`src/rtl/debug_uart_reporter_pkg.sv`:
```
// Shared debug-unit definitions: protocol bytes, markers and
// the reporter FSM state encoding.
package debug_uart_reporter_pkg;

    localparam logic [7:0]  HEADER_BYTE = 8'h64;
    localparam logic [7:0]  CMD_LOAD    = 8'h6C;
    localparam logic [7:0]  CMD_RUN     = 8'h72;
    localparam logic [31:0] END_MARKER  = 32'hFFFF_FFFF;

    typedef enum logic [2:0] {
        ST_IDLE,
        ST_LOAD,
        ST_SEND,
        ST_WAIT,
        ST_DONE
    } rpt_state_e;

    // Byte idx 0 is the most significant byte of the word.
    function automatic logic [7:0] word_byte(
        input logic [31:0] w,
        input logic [1:0]  idx
    );
        logic [7:0] b;
        unique case (idx)
            2'd0:    b = w[31:24];
            2'd1:    b = w[23:16];
            2'd2:    b = w[15:8];
            default: b = w[7:0];
        endcase
        return b;
    endfunction

endpackage

```
`src/rtl/debug_uart_reporter_tx.sv`:
```
// 8N1 byte serializer, LSB first, idle high.
// Accepts a byte whenever o_ready is high and i_valid is set.
module uart_tx_core #(
    parameter int CLKS_PER_BIT = 10416
) (
    input  logic       i_clk,
    input  logic       i_reset,
    input  logic [7:0] i_data,
    input  logic       i_valid,
    output logic       o_tx,
    output logic       o_ready
);

    localparam int BW = (CLKS_PER_BIT > 1) ? $clog2(CLKS_PER_BIT) : 1;
    localparam logic [BW-1:0] BAUD_LAST = BW'(CLKS_PER_BIT - 1);

    logic          busy_q, busy_d;
    logic          tx_q, tx_d;
    logic [8:0]    shreg_q, shreg_d;
    logic [3:0]    bit_q, bit_d;
    logic [BW-1:0] baud_q, baud_d;

    always_comb begin
        busy_d  = busy_q;
        tx_d    = tx_q;
        shreg_d = shreg_q;
        bit_d   = bit_q;
        baud_d  = baud_q;
        if (!busy_q) begin
            if (i_valid) begin
                busy_d  = 1'b1;
                tx_d    = 1'b0;
                shreg_d = {1'b1, i_data};
                bit_d   = 4'd0;
                baud_d  = '0;
            end
        end else if (baud_q == BAUD_LAST) begin
            baud_d = '0;
            if (bit_q == 4'd9) begin
                busy_d = 1'b0;
                tx_d   = 1'b1;
            end else begin
                // The stop bit falls out of shreg after the 8 data bits.
                bit_d   = bit_q + 4'd1;
                tx_d    = shreg_q[0];
                shreg_d = {1'b1, shreg_q[8:1]};
            end
        end else begin
            baud_d = baud_q + 1'b1;
        end
    end

    always_ff @(posedge i_clk or negedge i_reset) begin
        if (!i_reset) begin
            busy_q  <= 1'b0;
            tx_q    <= 1'b1;
            shreg_q <= '1;
            bit_q   <= '0;
            baud_q  <= '0;
        end else begin
            busy_q  <= busy_d;
            tx_q    <= tx_d;
            shreg_q <= shreg_d;
            bit_q   <= bit_d;
            baud_q  <= baud_d;
        end
    end

    assign o_tx    = tx_q;
    assign o_ready = !busy_q;

endmodule

```
`src/rtl/debug_uart_reporter.sv`:
```
// Reports header, final PC and the register file over UART TX
// once the datapath has halted.
module debug_uart_reporter
    import debug_uart_reporter_pkg::*;
#(
    parameter int         CLKS_PER_BIT = 10416,
    parameter int         NB_DATA      = 32,
    parameter int         N_REGS       = 32,
    parameter logic [7:0] HEADER       = HEADER_BYTE
) (
    input  logic               i_clk,
    input  logic               i_reset,
    input  logic               i_start,
    input  logic [NB_DATA-1:0] i_pc,
    output logic [4:0]         o_reg_addr,
    input  logic [NB_DATA-1:0] i_reg_data,
    output logic               o_tx,
    output logic               o_busy,
    output logic               o_done
);

    localparam logic [5:0] LAST_IDX = 6'(N_REGS);

    rpt_state_e         state_q, state_d;
    logic [NB_DATA-1:0] pc_q, pc_d;
    logic [NB_DATA-1:0] word_q, word_d;
    logic [5:0]         word_idx_q, word_idx_d;
    logic [1:0]         byte_cnt_q, byte_cnt_d;
    logic               hdr_q, hdr_d;
    logic               word_end_q, word_end_d;
    logic               last_q, last_d;
    logic [4:0]         addr_q, addr_d;

    logic               tx_valid;
    logic [7:0]         tx_data;
    logic               tx_ready;

    always_comb begin
        state_d    = state_q;
        pc_d       = pc_q;
        word_d     = word_q;
        word_idx_d = word_idx_q;
        byte_cnt_d = byte_cnt_q;
        hdr_d      = hdr_q;
        word_end_d = word_end_q;
        last_d     = last_q;
        addr_d     = addr_q;
        tx_valid   = 1'b0;
        tx_data    = hdr_q ? HEADER : word_byte(word_q, byte_cnt_q);
        unique case (state_q)
            ST_IDLE: begin
                if (i_start) begin
                    pc_d       = i_pc;
                    word_idx_d = '0;
                    addr_d     = '0;
                    byte_cnt_d = '0;
                    hdr_d      = 1'b1;
                    word_end_d = 1'b0;
                    last_d     = 1'b0;
                    state_d    = ST_LOAD;
                end
            end
            ST_LOAD: begin
                word_d     = (word_idx_q == 6'd0) ? pc_q : i_reg_data;
                byte_cnt_d = '0;
                word_end_d = 1'b0;
                state_d    = ST_SEND;
            end
            ST_SEND: begin
                tx_valid = 1'b1;
                if (tx_ready) begin
                    state_d = ST_WAIT;
                    if (hdr_q) begin
                        hdr_d = 1'b0;
                    end else if (byte_cnt_q == 2'd3) begin
                        word_end_d = 1'b1;
                        if (word_idx_q == LAST_IDX) begin
                            last_d = 1'b1;
                        end else begin
                            // Address moves now so it is stable a cycle before LOAD.
                            word_idx_d = word_idx_q + 6'd1;
                            addr_d     = word_idx_q[4:0];
                        end
                    end else begin
                        byte_cnt_d = byte_cnt_q + 2'd1;
                    end
                end
            end
            ST_WAIT: begin
                // Next word is fetched while its predecessor's last byte shifts out.
                if (word_end_q && !last_q) begin
                    state_d = ST_LOAD;
                end else if (tx_ready) begin
                    state_d = last_q ? ST_DONE : ST_SEND;
                end
            end
            ST_DONE: begin
                word_idx_d = '0;
                addr_d     = '0;
                state_d    = ST_IDLE;
            end
            default: state_d = ST_IDLE;
        endcase
    end

    always_ff @(posedge i_clk or negedge i_reset) begin
        if (!i_reset) begin
            state_q    <= ST_IDLE;
            pc_q       <= '0;
            word_q     <= '0;
            word_idx_q <= '0;
            byte_cnt_q <= '0;
            hdr_q      <= 1'b0;
            word_end_q <= 1'b0;
            last_q     <= 1'b0;
            addr_q     <= '0;
        end else begin
            state_q    <= state_d;
            pc_q       <= pc_d;
            word_q     <= word_d;
            word_idx_q <= word_idx_d;
            byte_cnt_q <= byte_cnt_d;
            hdr_q      <= hdr_d;
            word_end_q <= word_end_d;
            last_q     <= last_d;
            addr_q     <= addr_d;
        end
    end

    uart_tx_core #(
        .CLKS_PER_BIT(CLKS_PER_BIT)
    ) u_tx (
        .i_clk  (i_clk),
        .i_reset(i_reset),
        .i_data (tx_data),
        .i_valid(tx_valid),
        .o_tx   (o_tx),
        .o_ready(tx_ready)
    );

    assign o_reg_addr = addr_q;
    assign o_busy     = (state_q != ST_IDLE);
    assign o_done     = (state_q == ST_DONE);

endmodule

```
`config.mk`:
```
export PLATFORM = sky130hd
export DESIGN_NAME = debug_uart_reporter
export DESIGN_NICKNAME = d
export VERILOG_FILES = /design/src/rtl/debug_uart_reporter_pkg.sv /design/src/rtl/debug_uart_reporter_tx.sv /design/src/rtl/debug_uart_reporter.sv
export SDC_FILE = /design/constraint.sdc
export NUM_CORES = 1
export LEC_CHECK = 0
export ABC_AREA = 1
export CAP_MARGIN = 5
export CORE_UTILIZATION = 60
export CTS_CLUSTER_DIAMETER = 50
export DETAILED_ROUTE_END_ITERATION = 8
export PLACE_DENSITY = 0.9
export SYNTH_ARGS = -nofsm -noshare
export SYNTH_HDL_FRONTEND = slang
export SYNTH_SLANG_ARGS = --single-unit
export TNS_END_PERCENT = 50
```
`constraint.sdc`:
```
create_clock -name i_clk -period 2.85 [get_ports i_clk]
set_input_delay 0.4275 -clock i_clk [delete_from_list [all_inputs] [get_ports i_clk]]
set_output_delay 0.4275 -clock i_clk [all_outputs]
set_load 0.1 [all_outputs]
```
==> impl_summary.md <==
Global route
Global routing used 29.54% of the available tracks. The number of global-route vias before repair is 4958. The remaining global-route overflow is 0.

The global-route wire length before repair is 23120 um. The number of antenna violations at the first check in global routing is 0. The pin count of the biggest net entering global routing is 56.

STA
The worst-case clock skew is 0.01413 ns. The final max-slew violation count was 0. Of the available clock period, the critical path in the final layout requires 75.95%.

In this run the tightest slew margin relative to its limit is 53.25%. The pin slew with the least headroom to its limit is 0.7005 ns. For the final routed database, the setup TNS stands at 0 ns. For the finished layout, the period the worst path requires is 2.165 ns. Setup violations remaining at the end of the flow were counted as 0. The minimum hold slack is 0.4710 ns. The number of hold-slack violations in the final timing report is 0. Setup repair after global routing left no endpoint under its margin.

The timing-limited maximum frequency is 462.0 MHz.

Detailed routing
Once detail routing completed, the nets flagged for antenna violations numbered 0. The first detailed-routing pass ran for 5 iterations. The total DRC errors in the routed layout is 0.

The number of vias per cell is 5.700. Summed over all layers, the routed wires come to 13950 um. The wire length per cell after detailed routing is 15.33 um.

For this block, the initial DRC count from the detailed router was 399. For this block, the via count after detailed routing is 5187.

Yosys
The net count after synthesis is 798. The synthesized design contains 0 enable-type register cells. Yosys attributes the largest share of cell area to sky130_fd_sc_hd__dfrtp_1 (44%), sky130_fd_sc_hd__nand2_1 (16%), sky130_fd_sc_hd__a2bb2oi_1 (4.3%). Among all flip-flop cells after synthesis, the most frequent one is sky130_fd_sc_hd__dfrtp_1. The most instantiated library cell after synthesis is sky130_fd_sc_hd__nand2_1. The share of synthesized area in the top cell type comes to 44.24%. In this run the cell area of the synthesized design comes to 5769 sq um. The gate count after technology mapping is 720. Yosys printed 0 warnings. The flop and latch count out of synthesis is 111.

In this run the mean area of a mapped cell was 8.013 sq um. The post-synthesis async set-or-reset flop share is 100.0%. Counting instances in the post-synthesis netlist gives the leading cell types as sky130_fd_sc_hd__nand2_1 (248), sky130_fd_sc_hd__dfrtp_1 (102), sky130_fd_sc_hd__inv_1 (48), sky130_fd_sc_hd__nor2_1 (48), sky130_fd_sc_hd__nand3_1 (44).

Sequential cells were found to cover 48.34% of the synthesized design area. The distinct cell type count of the synthesized netlist is 36. The dominant cell type by area after synthesis is sky130_fd_sc_hd__dfrtp_1.

Placement
The placed cell count is 895. The placed wire-length estimate after detailed placement is 9843 um. After detailed placement, the total cell area comes to 6506 sq um. The placer congestion estimate is 0.8842. During placement, the flow inserted port buffers numbering 74.

Outcome
The run finished with clean final reports.

Cells and area
The filler-free cell count of the finished design is 910. The multi-input combinational cells in the finished layout cover a total of 2567 sq um. 0 antenna diodes ended up in the layout. With fillers left out, the area of the finished cells amounts to 6710 sq um. The area growth from synthesis to layout is 16.31%. The share of cells above drive strength 1 is 7.170%. At the end of the flow, the number of nets in the layout was 856. The layout has 723 filler cells. The register area is 2789 sq um.

Clocking
Clock tree synthesis found a total of 111 sinks. The clock reaches the later pin of the worst-skew pair after 0.38 ns. After clock tree synthesis, the clock-pin slew on the worst setup and hold paths is 0.11 ns.

The maximum number of buffers from clock root to sink is 2. The number of buffers added by the clock tree synthesis step is 9. The maximum level of the CTS H-tree is 3. TritonCTS built the clock tree. The tree is rooted in a sky130_fd_sc_hd__clkbuf_8. After clock tree synthesis, the repair step resized 0 gates.

Critical path
The slowest library cell on the worst path is sky130_fd_sc_hd__nand3_2. The sort of element at the end of the critical path is a register. Along the worst path, the maximum fanout reaches 36.

Grouping stages by cell kind, the critical path spends the most delay in simple AND/OR/NAND/NOR gates. The category of the worst setup path launch point is a register. The critical path is of the register to register type.

Counting both buffers and inverters, the worst setup path holds a total of 1. The largest stage delay on the critical path is 0.60 ns. The setup slack of the worst register-to-register path is 0.69 ns.

The arrival time at the worst endpoint is 2.49 ns. The critical path goes through nor2_1, buf_4, nand3_2, o211ai_1, o21a_1. STA puts the critical path data required time at 3.17 ns.

Floorplan
The floorplan step defined a core boundary enclosing 9284 sq um. The die width is 100.1 um. The vertical extent of the die is 100.1 um.

The initial utilization of the core area, before any placement, comes to 62.14%. The die covers 10010 sq um. Row generation in the floorplan step produced 35 rows.

In this run the count of I/O pins placed on the die edge is 75.

Pwr
Dividing total power by cell area gives a power density of 410.8 nW/um^2. The leakage power is 3.199 nW. The overall power is 2.757 mW. VDD sags by at most 0.3604 mV.

Job
The reported max-cap violation count is 0.

Worst hold path
The type of the worst min-delay path is register to register.
area by class of cell:
| type | count | area share [%] |
|---|---|---|
| timing repair buffer | 83 | 11.93 |
| sequential | 111 | 41.56 |
| tap | 129 | 2.405 |
| multi-input combinational | 521 | 38.26 |
| clock inverter | 4 | 0.8391 |
| clock buffer | 10 | 2.051 |
| inverter | 52 | 2.946 |
routing by layer:
metal | track usage, % | up-vias | part of all wire (%)
met4 | 11.93 | 0 | 2.6
li1 | - | 2482 | -
met3 | 5.780 | 37 | 6.5
met1 | 39.07 | 2446 | 43
met5 | 0 | - | 0
met2 | 48.22 | 222 | 48
cells in the final DEF (no fill, tap or decap), types with 9 or more instances in the layout:
cell and instances:
sky130_fd_sc_hd__nand2_1 248, sky130_fd_sc_hd__dfrtp_1 102, sky130_fd_sc_hd__clkdlybuf4s50_1 65, sky130_fd_sc_hd__inv_1 48, sky130_fd_sc_hd__nor2_1 48, sky130_fd_sc_hd__nand3_1 44
sky130_fd_sc_hd__a21oi_1 38, sky130_fd_sc_hd__o21ai_0 32, sky130_fd_sc_hd__nand4_1 32, sky130_fd_sc_hd__a2bb2oi_1 28, sky130_fd_sc_hd__buf_4 16, sky130_fd_sc_hd__ha_1 11
sky130_fd_sc_hd__clkbuf_8 10, sky130_fd_sc_hd__dfstp_2 9
state kept, by name, summed over array words and instances, names as in the netlist, 2 cells and up:
register      count
pc_q             32
word_idx_q        6
u_tx.shreg_q      8
word_q           32
state_q           3
o_reg_addr        5
u_tx.baud_q      14
byte_cnt_q        2
u_tx.bit_q        4
power by group:
| part | switching (mW) | internal (mW) |
|---|---|---|
| clock network | 0.528 | 0.428 |
| logic | 0.0773 | 0.101 |
| registers | 0.0189 | 1.60 |
through the flow:
stage                     util [%]  setup slack [ns]
after floorplan                  -            0.6063
after global routing         72.28            0.4460
after CTS                    72.28            0.7259
after detailed placement     70.08            0.7647
after global placement       70.08            0.8439
final                        72.28            0.6855
timing repair:
item                                   in CTS  in global routing
hold buffers                                1                  0
endpoints found under the hold margin      25                  0
setup buffers                               0                  0
cell families after synthesis:
kind of cell | Yosys count | share of synthesized area, %
simple gates | 392 | 29.21
compound gates | 111 | 11.84
flops | 111 | 48.34
buf+inv | 88 | 7.157
fa+ha+maj | 11 | 2.386
xor+xnor | 7 | 1.063
path summary, 6_finish.rpt:
path	from	cells after the start	endpoint
worst max-delay path	word_idx_q[4]	5	word_q[31]
worst max register to register	word_idx_q[4]	5	word_q[31]
worst min-delay path	u_tx.shreg_q[4]	2	u_tx.shreg_q[4]
max in group asynchronous	i_reset	3	pc_q[15]
min in group asynchronous	i_reset	2	u_tx.baud_q[11]
worst min register to register	u_tx.shreg_q[4]	2	u_tx.shreg_q[4]
worst register-to-register path, delay by kind of cell (launching register included):
family / cells / cell delay (ns)
AO/OA/AOI/OAI: 2 / 0.59
AND/OR/NAND/NOR: 2 / 0.73
buffers and inverters: 1 / 0.32
flip-flops: 1 / 0.46
No activity file was read; power rests on OpenSTA's default activity.
